==> config.mk <==
export PLATFORM = sky130hd
export DESIGN_NAME = gemm_issue_ctrl
export DESIGN_NICKNAME = d
export VERILOG_FILES = /design/src/rtl/gemm_issue_ctrl_pkg.sv /design/src/rtl/gemm_issue_ctrl_wakeup.sv /design/src/rtl/gemm_issue_ctrl.sv
export SDC_FILE = /design/constraint.sdc
export NUM_CORES = 1
export LEC_CHECK = 0
export BUFFER_PORTS_ARGS = -buffer_cell sky130_fd_sc_hd__buf_4
export CAP_MARGIN = 20
export CELL_PAD_IN_SITES_DETAIL_PLACEMENT = 1
export CELL_PAD_IN_SITES_GLOBAL_PLACEMENT = 2
export CORE_MARGIN = 3
export CORE_UTILIZATION = 29
export CTS_CLUSTER_SIZE = 28
export DETAILED_ROUTE_END_ITERATION = 10
export HOLD_SLACK_MARGIN = 0.15
export PLACE_DENSITY_LB_ADDON = 0.1
export SYNTH_ARGS = -nofsm -noshare
export SYNTH_HDL_FRONTEND = slang
export SYNTH_SLANG_ARGS = --single-unit
==> constraint.sdc <==
create_clock -name CLK -period 1.7 [get_ports CLK]
set_input_delay 0.34 -clock CLK [delete_from_list [all_inputs] [get_ports CLK]]
set_output_delay 0.34 -clock CLK [all_outputs]
set_load 0.005 [all_outputs]
==> src/rtl/gemm_issue_ctrl_pkg.sv <==
// Shared types and constants for the FUST-G issue controller.
package gemm_issue_ctrl_pkg;

   localparam int MREGS   = 16;
   localparam int TAGW    = $clog2(MREGS);
   localparam int LAT_MAX = 64;

   typedef logic [TAGW-1:0] mreg_t;

   typedef enum logic [1:0] {
      IDLE,
      WAIT,
      ISSUE,
      EXEC
   } gemm_issue_state_t;

   typedef struct packed {
      mreg_t md;
      mreg_t ms1;
      mreg_t ms2;
      mreg_t ms3;
   } gemm_req_t;

endpackage

==> src/rtl/gemm_issue_ctrl_wakeup.sv <==
// Combinational operand wakeup: compares the writeback tag against the
// three source tags and reports which pending bits it clears.
module gemm_wakeup #(
   parameter int TAGW = gemm_issue_ctrl_pkg::TAGW
) (
   input  logic            wb_valid,
   input  logic [TAGW-1:0] wb_tag,
   input  logic [TAGW-1:0] ms1,
   input  logic [TAGW-1:0] ms2,
   input  logic [TAGW-1:0] ms3,
   output logic [2:0]      clr
);

   // One broadcast may match several sources that name the same register.
   assign clr[0] = wb_valid && (wb_tag == ms1);
   assign clr[1] = wb_valid && (wb_tag == ms2);
   assign clr[2] = wb_valid && (wb_tag == ms3);

endmodule

==> src/rtl/gemm_issue_ctrl.sv <==
// Issue controller for the single-row GEMM status table (FUST-G).
// Holds the dispatched row until its sources are ready, hands it to the
// GEMM unit over valid/ready, tracks it to completion and releases the row.
// Optional performance counters are built when GEMM_ISSUE_PERF_EN is defined.
module gemm_issue_ctrl #(
   parameter int MREGS   = gemm_issue_ctrl_pkg::MREGS,
   parameter int TAGW    = $clog2(MREGS),
   parameter int LAT_MAX = gemm_issue_ctrl_pkg::LAT_MAX
) (
   input  logic            CLK,
   input  logic            nRST,
   input  logic            fust_valid,
   input  logic [TAGW-1:0] fust_md,
   input  logic [TAGW-1:0] fust_ms1,
   input  logic [TAGW-1:0] fust_ms2,
   input  logic [TAGW-1:0] fust_ms3,
   input  logic            fust_t1,
   input  logic            fust_t2,
   input  logic            fust_t3,
   input  logic            wb_valid,
   input  logic [TAGW-1:0] wb_tag,
   input  logic            gemm_ready,
   input  logic            gemm_done,
   input  logic            flush,
   output logic            busy,
   output logic            gemm_valid,
   output logic [TAGW-1:0] gemm_md,
   output logic [TAGW-1:0] gemm_ms1,
   output logic [TAGW-1:0] gemm_ms2,
   output logic [TAGW-1:0] gemm_ms3,
   output logic            gemm_wb_valid,
   output logic [TAGW-1:0] gemm_wb_tag,
   output logic            timeout
`ifdef GEMM_ISSUE_PERF_EN
   ,
   output logic [31:0]     perf_stall_ops,
   output logic [31:0]     perf_stall_fu,
   output logic [31:0]     perf_issued
`endif
);

   import gemm_issue_ctrl_pkg::*;

   localparam int             CNT_W   = $clog2(LAT_MAX);
   localparam logic [CNT_W-1:0] CNT_MAX = CNT_W'(LAT_MAX - 1);

   gemm_issue_state_t state, state_nxt;
   gemm_req_t         req;
   logic [2:0]        pend;
   logic [2:0]        wk_clr;
   logic [CNT_W-1:0]  cnt;
   logic [TAGW-1:0]   cmp_ms1, cmp_ms2, cmp_ms3;
   logic              xfer;

   // In IDLE the incoming row is compared so a same-cycle broadcast is not lost.
   assign cmp_ms1 = (state == IDLE) ? fust_ms1 : TAGW'(req.ms1);
   assign cmp_ms2 = (state == IDLE) ? fust_ms2 : TAGW'(req.ms2);
   assign cmp_ms3 = (state == IDLE) ? fust_ms3 : TAGW'(req.ms3);

   gemm_wakeup #(.TAGW(TAGW)) u_wakeup (
      .wb_valid (wb_valid),
      .wb_tag   (wb_tag),
      .ms1      (cmp_ms1),
      .ms2      (cmp_ms2),
      .ms3      (cmp_ms3),
      .clr      (wk_clr)
   );

   // A flush in ISSUE wins over a same-cycle ready.
   assign xfer = (state == ISSUE) && gemm_ready && !flush;

   assign busy       = (state != IDLE);
   assign gemm_valid = (state == ISSUE);
   assign gemm_md    = TAGW'(req.md);
   assign gemm_ms1   = TAGW'(req.ms1);
   assign gemm_ms2   = TAGW'(req.ms2);
   assign gemm_ms3   = TAGW'(req.ms3);

   // Next-state logic for the issue FSM.
   always_comb begin
      // NOTE: every always_comb output gets a default first so no path can infer a latch.
      state_nxt = state;
      case (state)
         IDLE:    if (fust_valid) state_nxt = WAIT;
         WAIT:    if (flush) state_nxt = IDLE;
                  else if ((pend & ~wk_clr) == 3'b000) state_nxt = ISSUE;
         ISSUE:   if (flush) state_nxt = IDLE;
                  else if (gemm_ready) state_nxt = EXEC;
         EXEC:    if (gemm_done) state_nxt = IDLE;
         default: state_nxt = IDLE;
      endcase
   end

   // State register.
   always_ff @(posedge CLK or negedge nRST) begin
      // NOTE: sequential state uses non-blocking assignments so every flop samples pre-edge values.
      if (!nRST) state <= IDLE;
      else       state <= state_nxt;
   end

   // Row capture and operand wakeup tracking.
   always_ff @(posedge CLK or negedge nRST) begin
      if (!nRST) begin
         req  <= '0;
         pend <= '0;
      end else begin
         case (state)
            IDLE: if (fust_valid) begin
               req  <= '{md:  mreg_t'(fust_md),  ms1: mreg_t'(fust_ms1),
                         ms2: mreg_t'(fust_ms2), ms3: mreg_t'(fust_ms3)};
               pend <= {fust_t3, fust_t2, fust_t1} & ~wk_clr;
            end
            WAIT: pend <= flush ? 3'b000 : (pend & ~wk_clr);
            default: ;
         endcase
      end
   end

   // Execution watchdog: saturating cycle counter and sticky timeout.
   always_ff @(posedge CLK or negedge nRST) begin
      if (!nRST) begin
         cnt     <= '0;
         timeout <= 1'b0;
      end else begin
         if (xfer)
            cnt <= '0;
         else if (state == EXEC && cnt != CNT_MAX)
            cnt <= cnt + 1'b1;
         if (state == EXEC && !gemm_done && cnt == CNT_MAX)
            timeout <= 1'b1;
      end
   end

   // One-cycle completion broadcast, aligned with the row release.
   always_ff @(posedge CLK or negedge nRST) begin
      if (!nRST) begin
         gemm_wb_valid <= 1'b0;
         gemm_wb_tag   <= '0;
      end else begin
         gemm_wb_valid <= (state == EXEC) && gemm_done;
         if (state == EXEC && gemm_done)
            gemm_wb_tag <= TAGW'(req.md);
      end
   end

`ifdef GEMM_ISSUE_PERF_EN
   // Saturating performance counters.
   always_ff @(posedge CLK or negedge nRST) begin
      if (!nRST) begin
         perf_stall_ops <= '0;
         perf_stall_fu  <= '0;
         perf_issued    <= '0;
      end else begin
         if (state == WAIT && perf_stall_ops != '1)
            perf_stall_ops <= perf_stall_ops + 1'b1;
         if (state == ISSUE && !gemm_ready && perf_stall_fu != '1)
            perf_stall_fu <= perf_stall_fu + 1'b1;
         if (xfer && perf_issued != '1)
            perf_issued <= perf_issued + 1'b1;
      end
   end
`endif

endmodule
Word-level counts from Yosys, hierarchy flattened
Index checks and enable logic that the tools add are counted.

operators by class
  equal/unequal tests = 12
  multiplexer cells = 15
  bitwise logic cells = 3
  add/sub/neg operators = 1
  reductions and logical operators = 19

operators with widths
  cell                                                                   count
  4-bit equality test                                                    3
  2-bit two-way mux                                                      6
  4-bit two-way mux                                                      3
  6-bit two-way mux                                                      2
  1-bit logical AND                                                      9
  2-bit one-hot mux with 4 select lines                                  1
  6-bit by 1-bit adder with 6-bit output, second input constant          1
  3-bit AND                                                              2
  6-bit equality test, second input constant                             1
  3-bit two-way mux                                                      2
  3-bit != test, second input constant                                   2
  6-bit != test, second input constant                                   1
  3-bit one-hot mux with 2 select lines                                  1
  2-bit nonzero test                                                     3
  2-bit equality test, second input constant                             2
  2-bit != test, second input constant                                   2
  2-bit AND reduction                                                    2
  4-bit AND reduction                                                    1
  3-bit zero test                                                        1
  3-bit NOT                                                              1
  2-bit by 1-bit equality test with 1-bit output, second input constant  1
  1-bit zero test                                                        2
  2-bit zero test                                                        1

storage, ports and cells
  bits of input ports = 30
  output and inout port bits = 24
  logic and storage cells = 60
  register bits after elaboration = 33

Depth between registers and ports, before layout
Gate-level depths: netlist (run 1).

  depth after elaboration = 10
  depth in mapped cells = 9
  mapped depth without buffers = 7

Cells and area by module
Synthesis (run 1) repeated with hierarchy kept, for this count alone.

unflattened totals
  cell total of the unflattened synthesis = 151
  area, all modules = 1818.0 µm²

modules (own cells, without submodules)
  module           times used  area an instance (µm²)  cells each  sequential area each (µm²)
  gemm_issue_ctrl  1           1662.8                  130         825.8
  gemm_wakeup      1           155.1                   21          0.0

Worst setup path after synthesis (run 1)
Ideal clock, no wire load.

  kind = reg2reg
  start point = register state[0]
  end point = register state[0]
  path buffers = 1
  stages on the path, launching flop included = 8
  data required time = 1.572 ns
  setup slack = -0.227 ns
  clock period less this slack = 1.927 ns
  library setup time = 0.128 ns
  arrival time = 1.799 ns
  cells stage by stage = dfrtp_1 > buf_6 > or3_1 > a21oi_1 > o221ai_2 > o311ai_1 > nand4_1 > mux2_1

on the way
  word-level cells in the longest chain between the ends = 9
  elaborated cells between the ends (all ways) = 22
  those cells by class = eq/ne (10); mux (4); bitwise (2); reduce/logical (6)

RTL lines
  element                                        RTL line                                                                                  source
  start, declared                                gemm_issue_ctrl.sv:47                                                                     gemm_issue_state_t state, state_nxt;
  start signal, assigned                         gemm_issue_ctrl.sv:98                                                                     else state <= state_nxt;
  2-bit zero test                                -
  4-bit two-way mux, on equally long branches    gemm_issue_ctrl.sv:56, gemm_issue_ctrl.sv:57, gemm_issue_ctrl.sv:58
  4-bit equality test, on equally long branches  gemm_issue_ctrl_wakeup.sv:15, gemm_issue_ctrl_wakeup.sv:16, gemm_issue_ctrl_wakeup.sv:17
  1-bit logical AND, on equally long branches    gemm_issue_ctrl_wakeup.sv:15, gemm_issue_ctrl_wakeup.sv:16, gemm_issue_ctrl_wakeup.sv:17
  3-bit NOT                                      gemm_issue_ctrl.sv:86                                                                     else if ((pend & ~wk_clr) == 3'b000) state_nxt = ISSUE;
  3-bit AND                                      gemm_issue_ctrl.sv:86
  3-bit zero test                                gemm_issue_ctrl.sv:86
  3-bit != test (no source line)                 -
  4-bit AND reduction (no source line)           -

Parallel ways exist; a longest one is shown, timed or not.
A chain may end at the register's enable or synchronous reset.

Final worst setup path (run 1)
  start point = register state[1]
  end point = register state[0]

Same word-level chain as after synthesis.

==> impl_summary.log, run 1 <==
INFO  metric post_route_cells_drive_above_1_share = 62.40%
INFO  metric synth-adder-area-share = 0.6798%
INFO  metric cellLeakagePower = 1.316 nW
INFO  metric crit_path_max_incr_delay = 0.45 ns
INFO  metric drc = 0
INFO  metric fmaxAchievable = 0.4572 GHz
INFO  metric violations = setup timing
INFO  metric synth_simple_gate_area_share = 13.80%
INFO  metric placer_s_final_routability_congestion_estimate = 0.8034
INFO  metric cts_tree = yes
INFO  metric delay_heaviest_family_cp = compound AO/OA/AOI/OAI gates
INFO  metric min_delay_path_depth = 2
INFO  metric synth_area = 1841 um^2
INFO  metric ys.flop_type = sky130_fd_sc_hd__dfrtp_1
INFO  metric slew_violations = 0
INFO  metric use_met2 = 28.81%
INFO  metric clk_latency = 0.29 ns
INFO  metric crit-reg2reg-capture = state[0]$_DFFE_PN0P_
INFO  metric layout.cells.most_common = sky130_fd_sc_hd__buf_4
INFO  metric fin_crit = 2.187 ns
INFO  metric area_growth = 60.03%
INFO  metric avgSynthCellArea = 11.15 um^2
INFO  metric final-seq-area = 828.3 um^2
INFO  metric grt-busiest-layer = met2
INFO  metric tns = -2.130 ns
INFO  metric synth-seq-area-share = 44.87%
INFO  metric routedWlPerCell = 17.76 um
INFO  metric setup.worst_path.start_class = register
INFO  metric max_capacitance_violation_total = 0
INFO  metric most-common-layout-cells = sky130_fd_sc_hd__buf_4, sky130_fd_sc_hd__dfrtp_1, sky130_fd_sc_hd__mux2_2
INFO  metric rsz0062_at_grt = true
INFO  metric synth.ff_latch_count = 33
INFO  metric power.ir.vdd_worst = 0.7056 mV
INFO  metric critical_path_peak_fanout = 4
INFO  metric cts-root-to-sink-buffers = 2
INFO  metric fin_nets = 280
INFO  metric endpoint_kind = register
INFO  metric grt_pass1_vias = 1,847
INFO  metric dieHeight = 85.67 um
INFO  metric die-area = 7338 um^2
INFO  metric cts.root.buffer_cell = sky130_fd_sc_hd__clkbuf_8
INFO  metric postRouteAntennaNets = 0
INFO  metric synthesis.yosys.warnings = 0
INFO  metric synth_compound_gate_area_share = 14.96%
INFO  metric period_share = 128.7%
INFO  metric multiInputGateArea = 1197 um^2
INFO  metric postRouteWirelength = 5772 um
INFO  metric numClockSinks = 33
INFO  metric timing_hold_violations_final = 0
INFO  metric holdWs = 0.2847 ns
INFO  metric cts_buffers = 5
INFO  metric mappedNetlistNets = 196
INFO  metric worstMarginPinSlew = 0.4434 ns
INFO  metric finalClockSkew = 0.008363 ns
INFO  metric max_slew_margin = 70.44%
INFO  metric routed-via-count = 1,631
INFO  metric worstHoldStart = fust_md[3]
INFO  metric regToRegSetupSlack = -0.49 ns
INFO  metric layout_filler_cell_count = 660
INFO  metric path_buf_inv = 2
INFO  metric grt_use_met3 = 3.939%
INFO  metric gr-total-overflow = 0
INFO  metric grt_pass1_wl = 9183 um
INFO  metric crit_type = register to register
INFO  metric worstPathArrival = 2.36 ns
INFO  metric groute.usage.overall = 15.72%
INFO  metric chipWidth = 85.67 um
INFO  metric fin_util = 48.88%
INFO  metric yosys.area_share.xor_xnor = 4.283%
INFO  metric htree_num_levels = 2
INFO  metric dp_slack = -0.4417 ns
INFO  metric worstHoldPathType = input pin to register
INFO  metric synthArstFlopShare = 100.0%
INFO  metric holdPathEnd = gemm_md[3]$_DFFE_PN0P_
INFO  metric post_synth_num_cell_types = 48
INFO  metric rows = 28
INFO  metric io_pins = 54
INFO  metric drt_pre_antenna_iters = 4
INFO  metric synth_enable_flop_cells = 0
INFO  metric critPathMostFrequentCell = sky130_fd_sc_hd__buf_4
INFO  metric r2r_cells = 8
INFO  metric use_met1 = 18.41%
INFO  metric fin_ws = -0.4871 ns
INFO  metric detail_route.vias_per_cell = 5.018
INFO  metric pin_count_of_the_biggest_net_entering_global_routing = 34
INFO  metric drt_first_iter_violations = 45
INFO  metric initial_utilization = 30.54%
INFO  metric worstPathRequired = 1.88 ns
INFO  metric synth.area.mux_share = 16.11%
INFO  metric status = finished, violations left
INFO  metric clock_transition_at_path_regs = 0.08 ns
INFO  metric number_of_placed_cells_counting_well_taps = 309
INFO  metric timing.final.setup_violations = 5
INFO  metric cp_cell_sequence = buf_4, buf_4, o21a_1, nor3_1, o22ai_2, o211ai_1, nand4_1, mux2_4
INFO  metric io_buffers = 53
INFO  metric detailed_place_hpwl = 4067 um
INFO  metric synth_cells = 165
INFO  metric stdcell_count = 325
INFO  metric design.core.area = 6026 um^2
INFO  metric number_of_antenna_violations_at_the_first_check_in_global_routing = 0
INFO  metric pwr_density_cell = 1925 nW/um^2
INFO  metric antenna-diode-count = 0
INFO  metric crit_path_top_delay_cell = sky130_fd_sc_hd__dfrtp_2
INFO  metric dominant_combinational_cell_family_by_area_after_synthesis = multiplexers
INFO  metric timing.rr.start = state[1]$_DFFE_PN0P_
-- repair_timing --
item / 4_1_cts / 5_1_grt
resized for setup: 16 / 40
gates cloned: 0 / 0
hold buffers: 1 / 0
setup endpoints to repair: 8 / 25
pin swaps: 5 / 12
setup buffers: 6 / 2
endpoints found under the hold margin: 33 / 0
-- cell type report --
cell class,instances,share of cell area [%]
Multi-Input combinational cell,120,40.65
Inverter,3,0.3823
Sequential cell,33,28.12
Clock inverter,2,1.274
Clock buffer,6,2.804
Timing Repair Buffer,86,23.58
Tap cell,75,3.186
-- how the worst max path moves through the flow --
stage          slack, ns            startpoint                   end  depth (start not counted)
2_1_floorplan      -0.22  state[0]$_DFFE_PN0P_  state[0]$_DFFE_PN0P_                          7
3_3_place_gp       -0.40  state[1]$_DFFE_PN0P_  state[0]$_DFFE_PN0P_                          7
3_5_place_dp       -0.44  state[1]$_DFFE_PN0P_   pend[1]$_DFFE_PN0P_                          7
4_1_cts            -0.43  state[0]$_DFFE_PN0P_  state[0]$_DFFE_PN0P_                          6
5_1_grt            -0.56  state[1]$_DFFE_PN0P_  state[0]$_DFFE_PN0P_                          8
6_report           -0.49  state[1]$_DFFE_PN0P_  state[0]$_DFFE_PN0P_                          8
-- logic make-up (layout without fill, tap and decap cells) --
group	after synthesis	count (layout)
buf+inv	12	97
flops	33	33
xor+xnor	9	9
fa+ha+maj	1	1
simple gates	47	47
mux	27	27
compound gates	36	36
-- layer usage --
metal	vias up	share of wire [%]
met3	5	4.3
met5	-	0
li1	774	-
met4	0	0.88
met2	37	56
met1	815	38
-- synth_stat cells, drive strengths merged, types with 4 or more instances --
master / count / area, um^2
a21oi: 6 / 30.03
and3: 5 / 32.53
buf: 6 / 55.05
dfrtp: 33 / 825.8
mux2: 21 / 236.5
mux2i: 6 / 60.06
nand2: 6 / 22.52
nor2: 14 / 55.06
o21a: 6 / 45.04
o21bai: 5 / 37.54
o311ai: 4 / 35.04
or3: 5 / 31.28
xnor2: 6 / 52.55
-- per-stage QoR --
step | power (mW) | area, um^2
floorplan | 2.907 | 1866
global placement | 3.917 | 2471
detailed placement | 4.016 | 2471
CTS | 5.109 | 2703
global route | 6.071 | 2945
finish | 5.669 | 2945
-- state kept, by name (all words and copies together), names as in the netlist --
| signal | count |
|---|---|
| cnt | 6 |
| gemm_md | 4 |
| gemm_ms1 | 4 |
| gemm_ms2 | 4 |
| gemm_ms3 | 4 |
| gemm_wb_tag | 4 |
| pend | 3 |
| state | 2 |
| gemm_wb_valid | 1 |
| timeout | 1 |
-- where the power goes --
part / switching [mW] / total, mW / leakage, nW / internal (mW)
Combinational: 1.40 / 3.35 / 0.858 / 1.95
Sequential: 0.367 / 1.54 / 0.400 / 1.17
Clock: 0.310 / 0.787 / 0.0574 / 0.477
Power figures use the tool's default switching activity.
==> run 2, diff against run 1 <==
Settings changed: PLACE_DENSITY set to 0.85, PLACE_DENSITY_LB_ADDON 0.1 to not set, SETUP_SLACK_MARGIN set to 0.05.
==> run 2 against run 1 <==
Net effect:
- the run still ends with setup timing left
- setup slack got worse by 0.082 ns
- global-route usage increased by 0.46 points
- core utilization increased by 2.0 points
- die area unchanged
- fmax decreased by 3.6%
- final area increased by 4.2%
- sequential share of layout area decreased by 1.2 points
- critical endpoint is now pend[1]$_DFFE_PN0P_
==> impl_summary.log, run 2 (synthesis gave the netlist of run 1 again) <==
INFO  metric cts_tree = yes
INFO  metric clk_latency = 0.29 ns (about the same)
INFO  metric power.share.clock = 10.5% (-3.4 points)
INFO  metric die-area = 7338 um^2 (unchanged)
INFO  metric timing.final.setup_violations = 6 (+1)
INFO  metric fmaxAchievable = 0.4407 GHz (-3.6%)
INFO  metric layout_filler_cell_count = 649 (-1.7%)
INFO  metric pwr_density_cell = 1951 nW/um^2 (+1.3%)
INFO  metric max_slew_margin = 70.77% (+0.33 points)
INFO  metric holdPathEnd = gemm_md[3]$_DFFE_PN0P_
INFO  metric slew_violations = 0 (unchanged)
INFO  metric holdWs = 0.2845 ns (-0.0001670 ns)
INFO  metric dieHeight = 85.67 um (unchanged)
INFO  metric worst-path-stages = 7 (-1)
INFO  metric timing.rr.start = state[0]$_DFFE_PN0P_
INFO  metric fin_crit = 2.269 ns (+0.08222 ns)
INFO  metric cts-root-to-sink-buffers = 2 (unchanged)
INFO  metric number_of_placed_cells_counting_well_taps = 311 (+0.65%)
INFO  metric cts.root.buffer_cell = sky130_fd_sc_hd__clkbuf_8
INFO  metric max_capacitance_violation_total = 0 (unchanged)
INFO  metric htree_num_levels = 2 (unchanged)
INFO  metric rsz0062_at_grt = true
INFO  metric pin_count_of_the_biggest_net_entering_global_routing = 34 (unchanged)
INFO  metric crit_path_max_incr_delay = 0.45 ns (about the same)
INFO  metric worstHoldPathType = input pin to register
INFO  metric fin_ws = -0.5693 ns (-0.08222 ns)
INFO  metric netSwitchingFraction = 37.61% (+1.1 points)
INFO  metric power.net_switching = 2.251 mW (+8.6%)
INFO  metric post_route_cells_drive_above_1_share = 63.12% (+0.72 points)
INFO  metric area_growth = 66.69%
INFO  metric endpoint_kind = register
INFO  metric grt_pass1_wl = 9418 um (+2.6%)
INFO  metric groute.usage.overall = 16.19% (+0.46 points)
INFO  metric number_of_antenna_violations_at_the_first_check_in_global_routing = 0 (unchanged)
INFO  metric routedWlPerCell = 19.50 um (+9.8%)
INFO  metric detail_route.vias_per_cell = 5.189 (+3.4%)
INFO  metric drt_pre_antenna_iters = 4 (unchanged)
INFO  metric finalClockSkew = 0.01560 ns (+0.007239 ns)
INFO  metric detailed_place_hpwl = 3951 um (-2.9%)
INFO  metric postRouteWirelength = 6592 um (+14%)
INFO  metric tns = -2.472 ns (-0.3420 ns)
INFO  metric design.core.area = 6026 um^2 (unchanged)
INFO  metric min_delay_path_depth = 2 (unchanged)
INFO  metric drc = 0 (unchanged)
INFO  metric setup.worst_path.start_class = register
INFO  metric path_buf_inv = 1 (-1)
INFO  metric regToRegSetupSlack = -0.57 ns (-0.08 ns)
INFO  metric power.ir.vdd_worst = 0.8574 mV (+22%)
INFO  metric crit-reg2reg-capture = pend[1]$_DFFE_PN0P_
INFO  metric crit_type = register to register
INFO  metric r2r_cells = 7 (-1)
INFO  metric postRouteAntennaNets = 0 (unchanged)
INFO  metric io_buffers = 53 (unchanged)
INFO  metric placer_s_final_routability_congestion_estimate = 0.8424 (+4.9%)
INFO  metric fin_util = 50.91% (+2.0 points)
INFO  metric cellLeakagePower = 1.405 nW (+6.7%)
INFO  metric io_pins = 54 (unchanged)
INFO  metric rows = 28 (unchanged)
INFO  metric top_register = cnt
INFO  metric reg_power_share = 25.1% (-2.0 points)
INFO  metric grt_pass1_vias = 1,844 (-0.16%)
INFO  metric numClockSinks = 33 (unchanged)
INFO  metric antenna-diode-count = 0 (unchanged)
INFO  metric routed-via-count = 1,754 (+7.5%)
INFO  metric worstMarginPinSlew = 0.4385 ns (-0.004951 ns)
INFO  metric status = finished, violations left
INFO  metric critical_path_peak_fanout = 8 (+4)
INFO  metric timing_hold_violations_final = 0 (unchanged)
INFO  metric cp_cell_sequence = clkbuf_4, nor3b_2, o21a_1, o22ai_1, or2_1, a211o_1, a32o_1
INFO  metric p_int = 3.734 mW (+3.8%)
INFO  metric share_comb_of_total_power = 64.4% (+5.4 points)
INFO  metric period_share = 133.5% (+4.8 points)
INFO  metric chipWidth = 85.67 um (unchanged)
INFO  metric worstHoldStart = fust_md[3]
INFO  metric delay_heaviest_family_cp = compound AO/OA/AOI/OAI gates
INFO  metric crit_path_top_delay_cell = sky130_fd_sc_hd__dfrtp_1
INFO  metric most-common-layout-cells = sky130_fd_sc_hd__buf_4, sky130_fd_sc_hd__dfrtp_1, sky130_fd_sc_hd__mux2_4
INFO  metric fin_nets = 293 (+4.6%)
INFO  metric flip_flop_count_of_the_largest_register_all_copies_and_words_added = 6 (unchanged)
INFO  metric gr-total-overflow = 0 (unchanged)
INFO  metric layout.cells.most_common = sky130_fd_sc_hd__buf_4
INFO  metric stdcell_count = 338 (+4.0%)
INFO  metric cts_buffers = 5 (unchanged)
INFO  metric clock_transition_at_path_regs = 0.09 ns (about the same)
INFO  metric initial_utilization = 30.54% (unchanged)
INFO  metric violations = setup timing
INFO  metric worstPathRequired = 1.87 ns (about the same)
INFO  metric worstPathArrival = 2.44 ns (+0.08 ns)
INFO  metric drt_first_iter_violations = 73 (+62%)
run 2: changes by cell type in the layout (fill, tap and decap cells not counted), sizes merged:
cell      previous run  this run
buf                 85        95
bufinv               1         0
clkbuf               6         8
clkinvlp             1         3
run 2: cell type report:
| cell class | instances | area, um^2 | area share, % |
|---|---|---|---|
| tap | 75 | 93.84 | 3.059 |
| sequential | 33 | 825.8 | 26.92 |
| multi-input combinational | 120 | 1204 | 39.23 |
| clock inverter | 3 | 22.52 | 0.7341 |
| timing repair buffer | 99 | 842.1 | 27.45 |
| clock buffer | 5 | 68.82 | 2.243 |
| inverter | 3 | 11.26 | 0.3670 |
run 2: worst max path at each step:
| stage | from | to |
|---|---|---|
| floorplan | state[0]$_DFFE_PN0P_ | state[0]$_DFFE_PN0P_ |
| global placement | state[0]$_DFFE_PN0P_ | state[0]$_DFFE_PN0P_ |
| detailed placement | state[0]$_DFFE_PN0P_ | state[0]$_DFFE_PN0P_ |
| CTS | state[1]$_DFFE_PN0P_ | state[0]$_DFFE_PN0P_ |
| global route | state[0]$_DFFE_PN0P_ | pend[1]$_DFFE_PN0P_ |
| finish | state[0]$_DFFE_PN0P_ | pend[1]$_DFFE_PN0P_ |
run 2: power groups by stage:
stage / Clock [mW] / Sequential, mW / Combinational [mW]
2_1_floorplan: 0 / 1.43 / 1.49
3_3_place_gp: 0 / 1.44 / 2.54
3_5_place_dp: 0 / 1.47 / 2.64
4_1_cts: 0.636 / 1.47 / 3.14
5_1_grt: 0.683 / 1.56 / 4.10
6_report: 0.627 / 1.50 / 3.85
run 2: routing by layer:
layer,global-route usage (%),up-vias,part of all wire [%]
met1,20.51,907,45
met3,3.554,2,3.2
met4,6.043,0,0.56
met5,0,-,0
li1,-,804,-
met2,26.98,41,51
run 2: repair_timing:
item,4_1_cts,5_1_grt
hold buffers,1,0
cloned,1,3
buffers inserted,11,3
endpoints found under the hold margin,33,0
gates resized for setup,24,41
pin swaps,9,11
endpoints found under the setup margin,22,24
run 2: stage by stage:
stage	setup slack (ns)	cell area, um^2	power [mW]
2_1_floorplan	-0.2154	1874	2.922
3_3_place_gp	-0.3842	2495	3.985
3_5_place_dp	-0.4640	2495	4.106
4_1_cts	-0.4293	2805	5.242
5_1_grt	-0.6293	3068	6.345
6_report	-0.5693	3068	5.984
==> run 3, diff against run 2 <==
Settings changed: MAX_ROUTING_LAYER set to met4.
==> run 3 against run 2 <==
Net effect:
- clock skew is 0.0021 ns higher
- first-iteration DRC count stayed put
- fmax is 0.91% lower
- critical path type unchanged
- largest cell class unchanged
- the run still ends with setup timing left
- largest power group unchanged
- core utilization stayed put
- clock-buffer cell count stayed put
==> impl_summary.log, run 3 (synthesis gave the netlist of run 1 again) <==
INFO  metric drc = 0 (unchanged)
INFO  metric design.core.area = 6026 um^2 (unchanged)
INFO  metric path_buf_inv = 1 (unchanged)
INFO  metric cellLeakagePower = 1.405 nW (unchanged)
INFO  metric layout.cells.most_common = sky130_fd_sc_hd__buf_4
INFO  metric dp_slack = -0.4640 ns (unchanged)
INFO  metric top_register = cnt
INFO  metric setup.worst_path.start_class = register
INFO  metric placer_s_final_routability_congestion_estimate = 0.8556 (+1.6%)
INFO  metric share_comb_of_total_power = 64.3% (about the same)
INFO  metric gr-total-overflow = 0 (unchanged)
INFO  metric dieHeight = 85.67 um (unchanged)
INFO  metric r2r_cells = 7 (unchanged)
INFO  metric finalInstanceArea = 3068 um^2 (unchanged)
INFO  metric antenna-diode-count = 0 (unchanged)
INFO  metric io_pins = 54 (unchanged)
INFO  metric clock_transition_at_path_regs = 0.09 ns (about the same)
INFO  metric cts_tree = yes
INFO  metric max_slew_margin = 70.22% (-0.55 points)
INFO  metric detailed_place_hpwl = 3951 um (unchanged)
INFO  metric drt_pre_antenna_iters = 4 (unchanged)
INFO  metric rsz0062_at_grt = true
INFO  metric multiInputGateArea = 1204 um^2 (unchanged)
INFO  metric cp_cell_sequence = clkbuf_4, nor3b_2, o21a_1, o22ai_1, or2_1, a211o_1, a32o_1
INFO  metric postRouteAntennaNets = 0 (unchanged)
INFO  metric placement.cell_area = 2495 um^2 (unchanged)
INFO  metric htree_num_levels = 2 (unchanged)
INFO  metric numClockSinks = 33 (unchanged)
INFO  metric pin_count_of_the_biggest_net_entering_global_routing = 34 (unchanged)
INFO  metric holdWs = 0.2838 ns (-0.0007860 ns)
INFO  metric p_int = 3.734 mW (about the same)
INFO  metric most-common-layout-cells = sky130_fd_sc_hd__buf_4, sky130_fd_sc_hd__dfrtp_1, sky130_fd_sc_hd__mux2_4
INFO  metric cts-root-to-sink-buffers = 2 (unchanged)
INFO  metric reg_power_share = 25.2% (about the same)
INFO  metric rows = 28 (unchanged)
INFO  metric area_growth = 66.69% (unchanged)
INFO  metric power.share.clock = 10.5% (about the same)
INFO  metric initial_utilization = 30.54% (unchanged)
INFO  metric routed-via-count = 1,745 (-0.51%)
INFO  metric timing_hold_violations_final = 0 (unchanged)
INFO  metric fin_ws = -0.5902 ns (-0.02093 ns)
INFO  metric routedWlPerCell = 19.48 um (-0.11%)
INFO  metric fin_crit = 2.290 ns (+0.02093 ns)
INFO  metric crit_type = register to register
INFO  metric status = finished, violations left
INFO  metric fin_nets = 293 (unchanged)
INFO  metric critical_path_peak_fanout = 8 (unchanged)
INFO  metric worstMarginPinSlew = 0.4467 ns (+0.008245 ns)
INFO  metric finalClockSkew = 0.01775 ns (+0.002145 ns)
INFO  metric flip_flop_count_of_the_largest_register_all_copies_and_words_added = 6 (unchanged)
INFO  metric grt_pass1_vias = 1,846 (+0.11%)
INFO  metric period_share = 134.7% (+1.2 points)
INFO  metric die-area = 7338 um^2 (unchanged)
INFO  metric worstPathRequired = 1.87 ns (about the same)
INFO  metric io_buffers = 53 (unchanged)
INFO  metric groute.usage.overall = 16.67% (+0.48 points)
INFO  metric min_delay_path_depth = 2 (unchanged)
INFO  metric endpoint_kind = register
INFO  metric crit_path_top_delay_cell = sky130_fd_sc_hd__dfrtp_1
INFO  metric delay_heaviest_family_cp = compound AO/OA/AOI/OAI gates
INFO  metric drt_first_iter_violations = 73 (unchanged)
INFO  metric pwr_density_cell = 1952 nW/um^2 (about the same)
INFO  metric worstHoldPathType = input pin to register
INFO  metric number_of_antenna_violations_at_the_first_check_in_global_routing = 0 (unchanged)
INFO  metric worst-path-stages = 7 (unchanged)
INFO  metric detail_route.vias_per_cell = 5.163 (-0.51%)
INFO  metric fmaxAchievable = 0.4366 GHz (-0.91%)
INFO  metric tns = -2.519 ns (-0.04686 ns)
INFO  metric cts.root.buffer_cell = sky130_fd_sc_hd__clkbuf_8
INFO  metric netSwitchingFraction = 37.66% (+0.048 points)
INFO  metric layout_filler_cell_count = 649 (unchanged)
INFO  metric crit_path_max_incr_delay = 0.46 ns (about the same)
INFO  metric final-seq-area = 825.8 um^2 (unchanged)
INFO  metric power.ir.vdd_worst = 0.8615 mV (+0.48%)
INFO  metric chipWidth = 85.67 um (unchanged)
INFO  metric max_capacitance_violation_total = 0 (unchanged)
INFO  metric grt_pass1_wl = 9411 um (about the same)
INFO  metric timing.final.setup_violations = 7 (+1)
INFO  metric post_route_cells_drive_above_1_share = 63.12% (unchanged)
INFO  metric slew_violations = 0 (unchanged)
INFO  metric postRouteWirelength = 6585 um (-0.11%)
INFO  metric clk_latency = 0.29 ns (about the same)
INFO  metric worstPathArrival = 2.46 ns (+0.02 ns)
INFO  metric violations = setup timing
INFO  metric cts_buffers = 5 (unchanged)
INFO  metric power.net_switching = 2.255 mW (+0.20%)
-- run 3: cell counts in the layout (fill, tap and decap cells not counted) --
Identical to the previous run, type by type.
-- run 3: timing repair --
item	in CTS	in global routing
hold buffers	1	0
pin swaps	9	11
gates cloned	1	3
resized for setup	24	41
setup buffers	11	3
endpoints found under the setup margin	22	24
endpoints found under the hold margin	33	0
-- run 3: area by class of cell --
class	instances	share of cell area, %
Tap cell	75	3.059
Clock inverter	3	0.7341
Inverter	3	0.3670
Timing Repair Buffer	99	27.45
Sequential cell	33	26.92
Multi-Input combinational cell	120	39.23
Clock buffer	5	2.243
-- run 3: power by group through the flow --
stage | clock (mW) | combinational [mW] | sequential (mW)
CTS | 0.636 | 3.14 | 1.47
global placement | 0 | 2.54 | 1.44
detailed placement | 0 | 2.64 | 1.47
floorplan | 0 | 1.49 | 1.43
global route | 0.681 | 4.10 | 1.56
finish | 0.629 | 3.85 | 1.51
-- run 3: stage by stage --
step	total power, mW	utilization [%]	cells
finish	5.989	50.91	338
floorplan	2.922	-	165
global route	6.340	50.91	338
CTS	5.242	46.55	332
global placement	3.985	41.40	311
detailed placement	4.106	41.40	311
-- run 3: path summary, 6_finish.rpt --
kind                                      start  slack [ns]                      end
setup / recovery           state[0]$_DFFE_PN0P_       -0.59      pend[1]$_DFFE_PN0P_
hold / removal                      fust_ms2[3]        0.28  gemm_ms2[3]$_DFFE_PN0P_
setup reg to reg           state[0]$_DFFE_PN0P_       -0.59      pend[1]$_DFFE_PN0P_
hold reg to reg             timeout$_DFFE_PN0P_        0.48      timeout$_DFFE_PN0P_
max in group asynchronous                  nRST        0.84      pend[1]$_DFFE_PN0P_
min in group asynchronous                  nRST        0.51  gemm_ms3[1]$_DFFE_PN0P_
-- run 3: routing by layer --
metal / share of wire, % / track usage [%] / up-vias
li1: - / - / 802
met1: 45 / 20.93 / 901
met2: 52 / 26.98 / 40
met3: 2.5 / 2.882 / 2
met4: 0.56 / 6.043 / 0
met5: 0 / - / -
